<file path="config.mk">
export PLATFORM = sky130hd
export DESIGN_NAME = down_timer_flat
export DESIGN_NICKNAME = d
export VERILOG_FILES = /design/src/rtl/down_timer_pkg.sv /design/src/rtl/down_timer_if.sv /design/src/rtl/down_timer_prescaler.sv /design/src/rtl/down_timer.sv /design/src/flat_wrapper.sv
export SDC_FILE = /design/constraint.sdc
export NUM_CORES = 1
export LEC_CHECK = 0
export BUFFER_PORTS_ARGS = -buffer_cell sky130_fd_sc_hd__buf_4
export CORE_MARGIN = 2
export CORE_UTILIZATION = 30
export CTS_BUF_LIST = sky130_fd_sc_hd__clkbuf_8
export CTS_CLUSTER_SIZE = 14
export DETAILED_ROUTE_END_ITERATION = 6
export PLACE_DENSITY_LB_ADDON = 0.05
export SYNTH_ARGS = -nofsm -noshare
export SYNTH_HDL_FRONTEND = slang
export SYNTH_HIERARCHICAL = 1
export SYNTH_SLANG_ARGS = --single-unit
</file>
<file path="constraint.sdc">
create_clock -name clk -period 3 [get_ports clk]
set_input_delay 0 -clock clk [delete_from_list [all_inputs] [get_ports clk]]
set_output_delay 0 -clock clk [all_outputs]
set_load 0.05 [all_outputs]
</file>
<file path="src/rtl/down_timer_pkg.sv">
// rtl/down_timer_pkg.sv - shared types and default sizes for the down timer
package down_timer_pkg;

  localparam int DEF_WIDTH = 8;
  localparam int DEF_PRE_W = 8;

  typedef enum logic [1:0] {
    IDLE = 2'd0,
    RUN  = 2'd1,
    HOLD = 2'd2
  } state_t;

endpackage

</file>
<file path="src/rtl/down_timer_if.sv">
// rtl/down_timer_if.sv - load handshake bundle for the down timer
interface down_timer_if
  import down_timer_pkg::*;
#(
  parameter int WIDTH = DEF_WIDTH,
  parameter int PRE_W = DEF_PRE_W
);

  logic             load_valid;
  logic             load_ready;
  logic [WIDTH-1:0] load_value;
  logic [PRE_W-1:0] load_prescale;
  logic             load_auto;

  modport master (
    output load_valid, load_value, load_prescale, load_auto,
    input  load_ready
  );

  modport slave (
    input  load_valid, load_value, load_prescale, load_auto,
    output load_ready
  );

endinterface

</file>
<file path="src/rtl/down_timer_prescaler.sv">
// rtl/down_timer_prescaler.sv - enable-gated divider producing a tick every div+1 enabled cycles
module down_timer_prescaler
  import down_timer_pkg::*;
#(
  parameter int PRE_W = DEF_PRE_W
) (
  input  logic             clk,
  input  logic             reset_n,
  input  logic             clear,
  input  logic             en,
  input  logic [PRE_W-1:0] div,
  output logic             tick
);

  logic [PRE_W-1:0] cnt;

  assign tick = en && (cnt == div);

  // While en is low the phase is held so a paused timer resumes mid-period.
  always_ff @(posedge clk or negedge reset_n) begin
    if (!reset_n) begin
      cnt <= '0;
    end else if (clear) begin
      cnt <= '0;
    end else if (en) begin
      cnt <= tick ? '0 : cnt + 1'b1;
    end
  end

endmodule

</file>
<file path="src/rtl/down_timer.sv">
// rtl/down_timer.sv - loadable down-counting timer with one-shot / auto-reload terminal pulse
module down_timer
  import down_timer_pkg::*;
#(
  parameter int WIDTH = DEF_WIDTH,
  parameter int PRE_W = DEF_PRE_W
) (
  input  logic             clk,
  input  logic             reset_n,
  down_timer_if.slave      ld,
  input  logic             enable,
  input  logic             stop,
  output logic [WIDTH-1:0] count,
  output logic             tc_pulse,
  output logic             busy
);

  state_t           state, state_nxt;
  logic [WIDTH-1:0] count_nxt;
  logic [WIDTH-1:0] reload;
  logic [PRE_W-1:0] pre_div;
  logic             auto_rl;
  logic             tc_nxt;
  logic             load_fire;
  logic             run_en;
  logic             tick;

  assign ld.load_ready = (state != RUN) && !stop;
  assign load_fire     = ld.load_valid && ld.load_ready;
  assign run_en        = (state == RUN) && enable;
  assign busy          = (state != IDLE);

  down_timer_prescaler #(.PRE_W(PRE_W)) u_prescaler (
    .clk     (clk),
    .reset_n (reset_n),
    .clear   (load_fire || stop),
    .en      (run_en),
    .div     (pre_div),
    .tick    (tick)
  );

  always_comb begin
    state_nxt = state;
    count_nxt = count;
    tc_nxt    = 1'b0;
    if (stop) begin
      state_nxt = IDLE;
      count_nxt = '0;
    end else if (load_fire) begin
      count_nxt = ld.load_value;
      // A zero load terminates at once and never re-arms, whatever the mode bit says.
      if (ld.load_value == '0) begin
        tc_nxt    = 1'b1;
        state_nxt = IDLE;
      end else begin
        state_nxt = enable ? RUN : HOLD;
      end
    end else begin
      case (state)
        RUN: begin
          if (!enable) begin
            state_nxt = HOLD;
          end else if (tick) begin
            if (count > WIDTH'(1)) begin
              count_nxt = count - 1'b1;
            end else begin
              tc_nxt = 1'b1;
              if (auto_rl) begin
                count_nxt = reload;
              end else begin
                count_nxt = '0;
                state_nxt = IDLE;
              end
            end
          end
        end
        HOLD: begin
          if (enable) state_nxt = RUN;
        end
        default: ;
      endcase
    end
  end

  always_ff @(posedge clk or negedge reset_n) begin
    if (!reset_n) begin
      state    <= IDLE;
      count    <= '0;
      tc_pulse <= 1'b0;
    end else begin
      state    <= state_nxt;
      count    <= count_nxt;
      tc_pulse <= tc_nxt;
    end
  end

  always_ff @(posedge clk or negedge reset_n) begin
    if (!reset_n) begin
      reload  <= '0;
      pre_div <= '0;
      auto_rl <= 1'b0;
    end else if (load_fire) begin
      reload  <= ld.load_value;
      pre_div <= ld.load_prescale;
      auto_rl <= ld.load_auto;
    end
  end

endmodule

</file>
<file path="src/flat_wrapper.sv">
// flat-port wrapper written by rule: the top's interface ports become plain ports
module down_timer_flat import down_timer_pkg::*;
#(
  parameter int WIDTH = DEF_WIDTH,
  parameter int PRE_W = DEF_PRE_W
)
  (clk, reset_n, enable, stop, count, tc_pulse, busy, ld_load_valid, ld_load_value, ld_load_prescale, ld_load_auto, ld_load_ready);
  down_timer_if #(.WIDTH(WIDTH), .PRE_W(PRE_W)) ld_i ();
  input  logic clk;
  input  logic reset_n;
  input  logic enable;
  input  logic stop;
  output logic [WIDTH-1:0] count;
  output logic tc_pulse;
  output logic busy;
  input wire logic [$bits(ld_i.load_valid)-1:0] ld_load_valid;
  input wire logic [$bits(ld_i.load_value)-1:0] ld_load_value;
  input wire logic [$bits(ld_i.load_prescale)-1:0] ld_load_prescale;
  input wire logic [$bits(ld_i.load_auto)-1:0] ld_load_auto;
  output wire logic [$bits(ld_i.load_ready)-1:0] ld_load_ready;
  assign ld_i.load_valid = ld_load_valid;
  assign ld_i.load_value = ld_load_value;
  assign ld_i.load_prescale = ld_load_prescale;
  assign ld_i.load_auto = ld_load_auto;
  assign ld_load_ready = ld_i.load_ready;
  down_timer #(.WIDTH(WIDTH), .PRE_W(PRE_W)) u_core (.clk(clk), .reset_n(reset_n), .ld(ld_i), .enable(enable), .stop(stop), .count(count), .tc_pulse(tc_pulse), .busy(busy));
endmodule
</file>
# Word-level counts from Yosys, hierarchy flattened
# Cells that the tools add are included.
# word_totals
register_bits,36
input_bits,22
out_inout_bits,11
word_cells,60
# op_classes
addsub,2
order_cmp,1
eq_ne,8
n_mux,27
reduce_logical,15
# ops
operator,count
two-way mux 8 bit,10
two-way mux 2 bit,9
"inequality test 5 x 4 -> 1 bit, second input constant",2
nonzero test 3 bit,3
"adder 8 x 1 -> 8 bit, second input constant",1
equality test 8 bit,1
"> comparator 8 x 1 -> 1 bit, second input constant",1
zero test 8 bit,1
"subtractor 8 x 1 -> 8 bit, second input constant",1
two-way mux 1 bit,7
"inequality test 5 bit, second input constant",1
AND reduction 5 bit,1
logical AND 1 bit,4
"inequality test 4 x 3 -> 1 bit, second input constant",1
one-hot mux 2 bit (2 select lines),1
nonzero test 2 bit,2
nonzero test 4 bit,1
AND reduction 3 bit,1
"equality test 2 x 1 -> 1 bit, second input constant",1
"equality test 2 bit, second input constant",1
"inequality test 2 x 1 -> 1 bit, second input constant",1
zero test 1 bit,1
logical OR 1 bit,1

# Depth between registers and ports, before layout
# logic_depth
depth_word,8
depth_mapped,11
depth_no_buf,9

# By module
# Netlist, hierarchy kept.
# modules_own_cells
mod,instances,cells_each,area_each_um2,seq_area_each_um2
down_timer,1,161,1647.8,700.7
down_timer_prescaler,1,51,523.0,200.2

# Worst setup path before layout
# Ideal clock, no wire load.
# synth_timing
path_type,register to register
from,register u_core.state[1]
to,register u_core.count[6]
setup_ns,0.082
arrival_ns,2.408
required_ns,2.918
slack_ns,0.510
path_stages_with_launch,12
n_path_buf,2
period_less_slack_ns,2.490
cell_sequence,dfrtp_1 -> inv_1 -> ha_1 -> and2_1 -> buf_4 -> inv_1 -> nor3_4 -> and3_1 -> buf_2 -> nand2_1 -> or4_1 -> a31oi_1
# synth_between
elab_chain_cells,5
elab_cells_between_ends,12
cone_classes,2 x eq/ne; 2 x mux; 8 x reduce/logical
# synth_lines
element,line,text
from (decl),down_timer.sv:18,"state_t state, state_nxt;"
from (signal assigned),down_timer.sv:91,state <= state_nxt;
equality test 2 x 1 -> 1 bit,down_timer.sv:30,assign run_en = (state == RUN) && enable;
logical AND 1 bit,down_timer.sv:30,
named net u_core.run_en,down_timer.sv:25,logic run_en;
logical AND 1 bit,down_timer_prescaler.sv:17,assign tick = en && (cnt == div);
named net u_core.tick,down_timer.sv:26,logic tick;
nonzero test 3 bit (no line),--,
AND reduction 3 bit (no line),--,
to (signal assigned),down_timer.sv:92,count <= count_nxt;
to (decl),down_timer.sv:13,"output logic [WIDTH-1:0] count,"
# The timed path passes the listed nets, and every way through them passes these cells.
# A chain may end at the register's enable or synchronous reset.

# Final worst setup path
# layout_timing
from,register u_core.state[1]
to,register u_core.count[0]
# Same word-level chain as after synthesis.

==> flow_metrics.py <==
metrics = {
    "outcome": {
        "status": "finished, final reports clean",
    },
    "pwr": {
        "vdd_drop_max_mv": 0.155,
        "power_w": 0.00138,
        "internal_power_w": 0.000919,
        "combPwrFrac_pct": 30.7,
        "power_switching_w": 0.000460,
        "p_seq_share_pct": 43.4,
        "p_clk_share_pct": 25.9,
        "power.density_nw_per_um2": 489,
        "leakagePower_nw": 1.17,
        "p_sw_share_pct": 33.4,
    },
    "finish": {
        "area_growth_pct": 30.0,
        "layout.cells.non_filler": 367,
        "drive_above_1_share_pct": 28.4,
        "n_antenna_cell": 0,
        "final_nets": 296,
    },
    "drt": {
        "firstDrtPassIters": 4,
        "routed_wl_um": 5990,
        "drt_iter0_drc": 92,
        "antenna_left": 0,
        "wl_per_cell_um": 16.3,
        "vias": 1830,
        "avgViaCountPerCell": 4.99,
        "drcViolationCount": 0,
    },
    "global_routing": {
        "grt-ovfl-total": 0,
        "grt_pass1_vias": 1793,
        "grt_max_degree": 37,
        "grt_pass1_wl_um": 9720,
        "antenna_found_initial": 0,
        "grtUsageTotal_pct": 16.4,
    },
    "floorplan": {
        "rows": 31,
        "die_width_um": 89.1,
        "io_pins": 33,
        "die_h_um": 89.1,
        "start_util_pct": 30.4,
        "die-area_sq_um": 7930,
        "core_area_sq_um": 7140,
    },
    "setup_path": {
        "cp_slowest_cell": "dfrtp_1",
        "start_kind": "register",
        "path_cells": "inv_1 > ha_1 > and2_1 > inv_1 > nor3_4 > buf_4 > nand3_1 > a211o_1 > a311oi_1",
        "cpMostUsedCell": "inv_1",
        "cp-end-kind": "register",
        "required_ns": 3.19,
        "path_max_fanout": 8,
        "path_class": "register to register",
        "critPathTopFamily": "simple AND/OR/NAND/NOR gates",
        "max_stage_delay_ns": 0.39,
        "cp_num_buf_inv": 3,
        "worstPathArrival_ns": 2.74,
    },
    "place": {
        "dp_hpwl_um": 4220,
        "gp_congestion": 0.730,
        "io_buffers": 32,
        "place_inst": 341,
    },
    "clock_tree": {
        "cts_buffers": 5,
        "root_buffer": "clkbuf_8",
        "clk_latency_ns": 0.29,
        "post_cts_buffers": 0,
        "htree_num_levels": 2,
        "cts_tree": "done",
        "clock-sinks": 36,
        "path_clk_slew_ns": 0.08,
        "clockBufferDepth": 2,
    },
    "synthesis": {
        "synthCells": 212,
        "syn_avg_cell_area_sq_um": 10.2,
        "ys_seq_elements": 36,
        "synth_edf_count": 0,
        "synth_area_leaders": "dfrtp_1, mux2_2, xnor2_1",
        "ys_warn_count": 6,
        "syn_area_sq_um": 2170,
        "yosysTopAreaCell": "dfrtp_1",
        "synth_top_area_share_pct": 41.5,
        "synth.distinct_cells": 52,
        "seq_area_frac_synth_pct": 41.5,
        "synth_nets": 241,
        "synthArstFlopShare_pct": 100,
        "synth-main-ff-cell": "dfrtp_1",
    },
    "timing": {
        "period_minus_slack_ns": 2.55,
        "fin_crit_sh_pct": 85.0,
        "max_slew.worst_pin.slew_ns": 0.643,
        "finalHoldViolCount": 0,
        "finalHoldWorstSlack_ns": 0.0276,
        "rsz0062_at_grt": "false",
        "fin_setup_tns_ns": 0,
        "finClkSkew_ns": 0.00597,
        "slew_headroom_pct": 56.7,
        "setup_violations": 0,
        "fmax_mhz": 392,
        "drv_slew": 0,
    },
    "hold_path": {
        "hold_path.class": "primary input to register",
    },
    "job": {
        "cap_viol_max_count": 0,
    },
}
## cells in the mapped netlist, types with 3 or more instances
cell type,count
mux2_2,17
a21oi_1,10
clkbuf_1,6
inv_1,11
dfrtp_1,36
nor3_1,9
a31oi_1,4
xnor2_1,12
nand2b_1,6
buf_2,3
nor2_1,9
nor4_1,4
nand2_1,11
or4_1,4
nand4_1,3
xor2_1,5
a211o_1,4
nand3_1,5
a2111oi_0,3
ha_1,7
## through the flow
step	setup slack [ns]	instance area (sq um)	util [%]
finish	0.450	2820	39.5
global route	0.127	2820	39.5
CTS	0.447	2820	39.5
detailed placement	0.458	2550	35.7
global placement	0.539	2550	35.7
floorplan	0.510	2170	-
## logic make-up (layout without fill, tap and decap cells)
logic type	count (synthesis)	count (layout)	synth area share [%]
AO/OA/AOI/OAI	44	44	15.0
adder cells (fa/ha/maj)	7	7	4.03
buffers and inverters	22	78	4.50
AND/OR/NAND/NOR	67	67	18.2
multiplexers	19	19	9.86
XOR/XNOR	17	17	6.86
flip-flops	36	36	41.5
## power by group through the flow
stage               Clock [W]  Combinational [W]  Sequential (W)
global route         0.000393           0.000463        0.000611
detailed placement          0           0.000405        0.000610
global placement            0           0.000410        0.000609
floorplan                   0           0.000254        0.000621
CTS                  0.000378           0.000425        0.000600
finish               0.000357           0.000423        0.000599
## cells in the final DEF, fill, tap and decap left out, types with 5 or more instances in the layout
cell / netlist / final
mux2_2: 17 / 17
xor2_1: 5 / 5
ha_1: 7 / 7
nand2b_1: 6 / 6
nand3_1: 5 / 5
nand2_1: 11 / 11
xnor2_1: 12 / 12
dlygate4sd3_1: 0 / 18
a21oi_1: 10 / 10
nor2_1: 9 / 9
nor3_1: 9 / 9
buf_4: 1 / 41
clkbuf_8: 0 / 6
dfrtp_1: 36 / 36
inv_1: 11 / 13
## cell type report
type | instances | area (sq um)
fill | 761 | 4320
multi-input combinational | 154 | 1180
sequential | 36 | 901
timing repair buffer | 59 | 488
tap | 99 | 124
clock buffer | 6 | 82.6
inverter | 11 | 41.3
clock inverter | 2 | 7.51
## worst paths after layout
path	from	to	slack [ns]	depth (start not counted)
setup / recovery	u_core/state[1]	u_core/count[0]	0.45	9
hold / removal	stop	u_core/tc_pulse	0.03	2
setup reg to reg	u_core/state[1]	u_core/count[0]	0.45	9
hold reg to reg	u_core/reload[1]	u_core/reload[1]	0.51	1
max in group asynchronous	reset_n	u_core/count[1]	2.42	2
min in group asynchronous	reset_n	u_core/reload[4]	0.21	2
## what timing repair did
item	in CTS	in global routing
endpoints found under the hold margin	55	0
hold buffers	18	0
gates resized for setup	0	0
## state kept, by name, summed over array words and instances (netlist names)
register,cells
u_core/count,8
u_core/state,2
u_core/u_prescaler/cnt,8
u_core/tc_pulse,1
u_core/pre_div,8
u_core/reload,8
u_core/auto_rl,1
## metal layers
metal,track usage (%),vias up,routed length [um]
li1,-,889,-
met1,23.5,888,2980
met2,25.7,51,2670
met3,3.14,2,316
met4,3.66,0,19
met5,0,-,0
## worst reg2reg max path: cells and delay by family (launching register included)
kind,cells,cell delay (ns)
AO/OA/AOI/OAI,2,0.55
adder cells (fa/ha/maj),1,0.31
buffers and inverters,3,0.43
AND/OR/NAND/NOR,3,0.78
flip-flops,1,0.39
No activity file was read; power rests on OpenSTA's default activity.
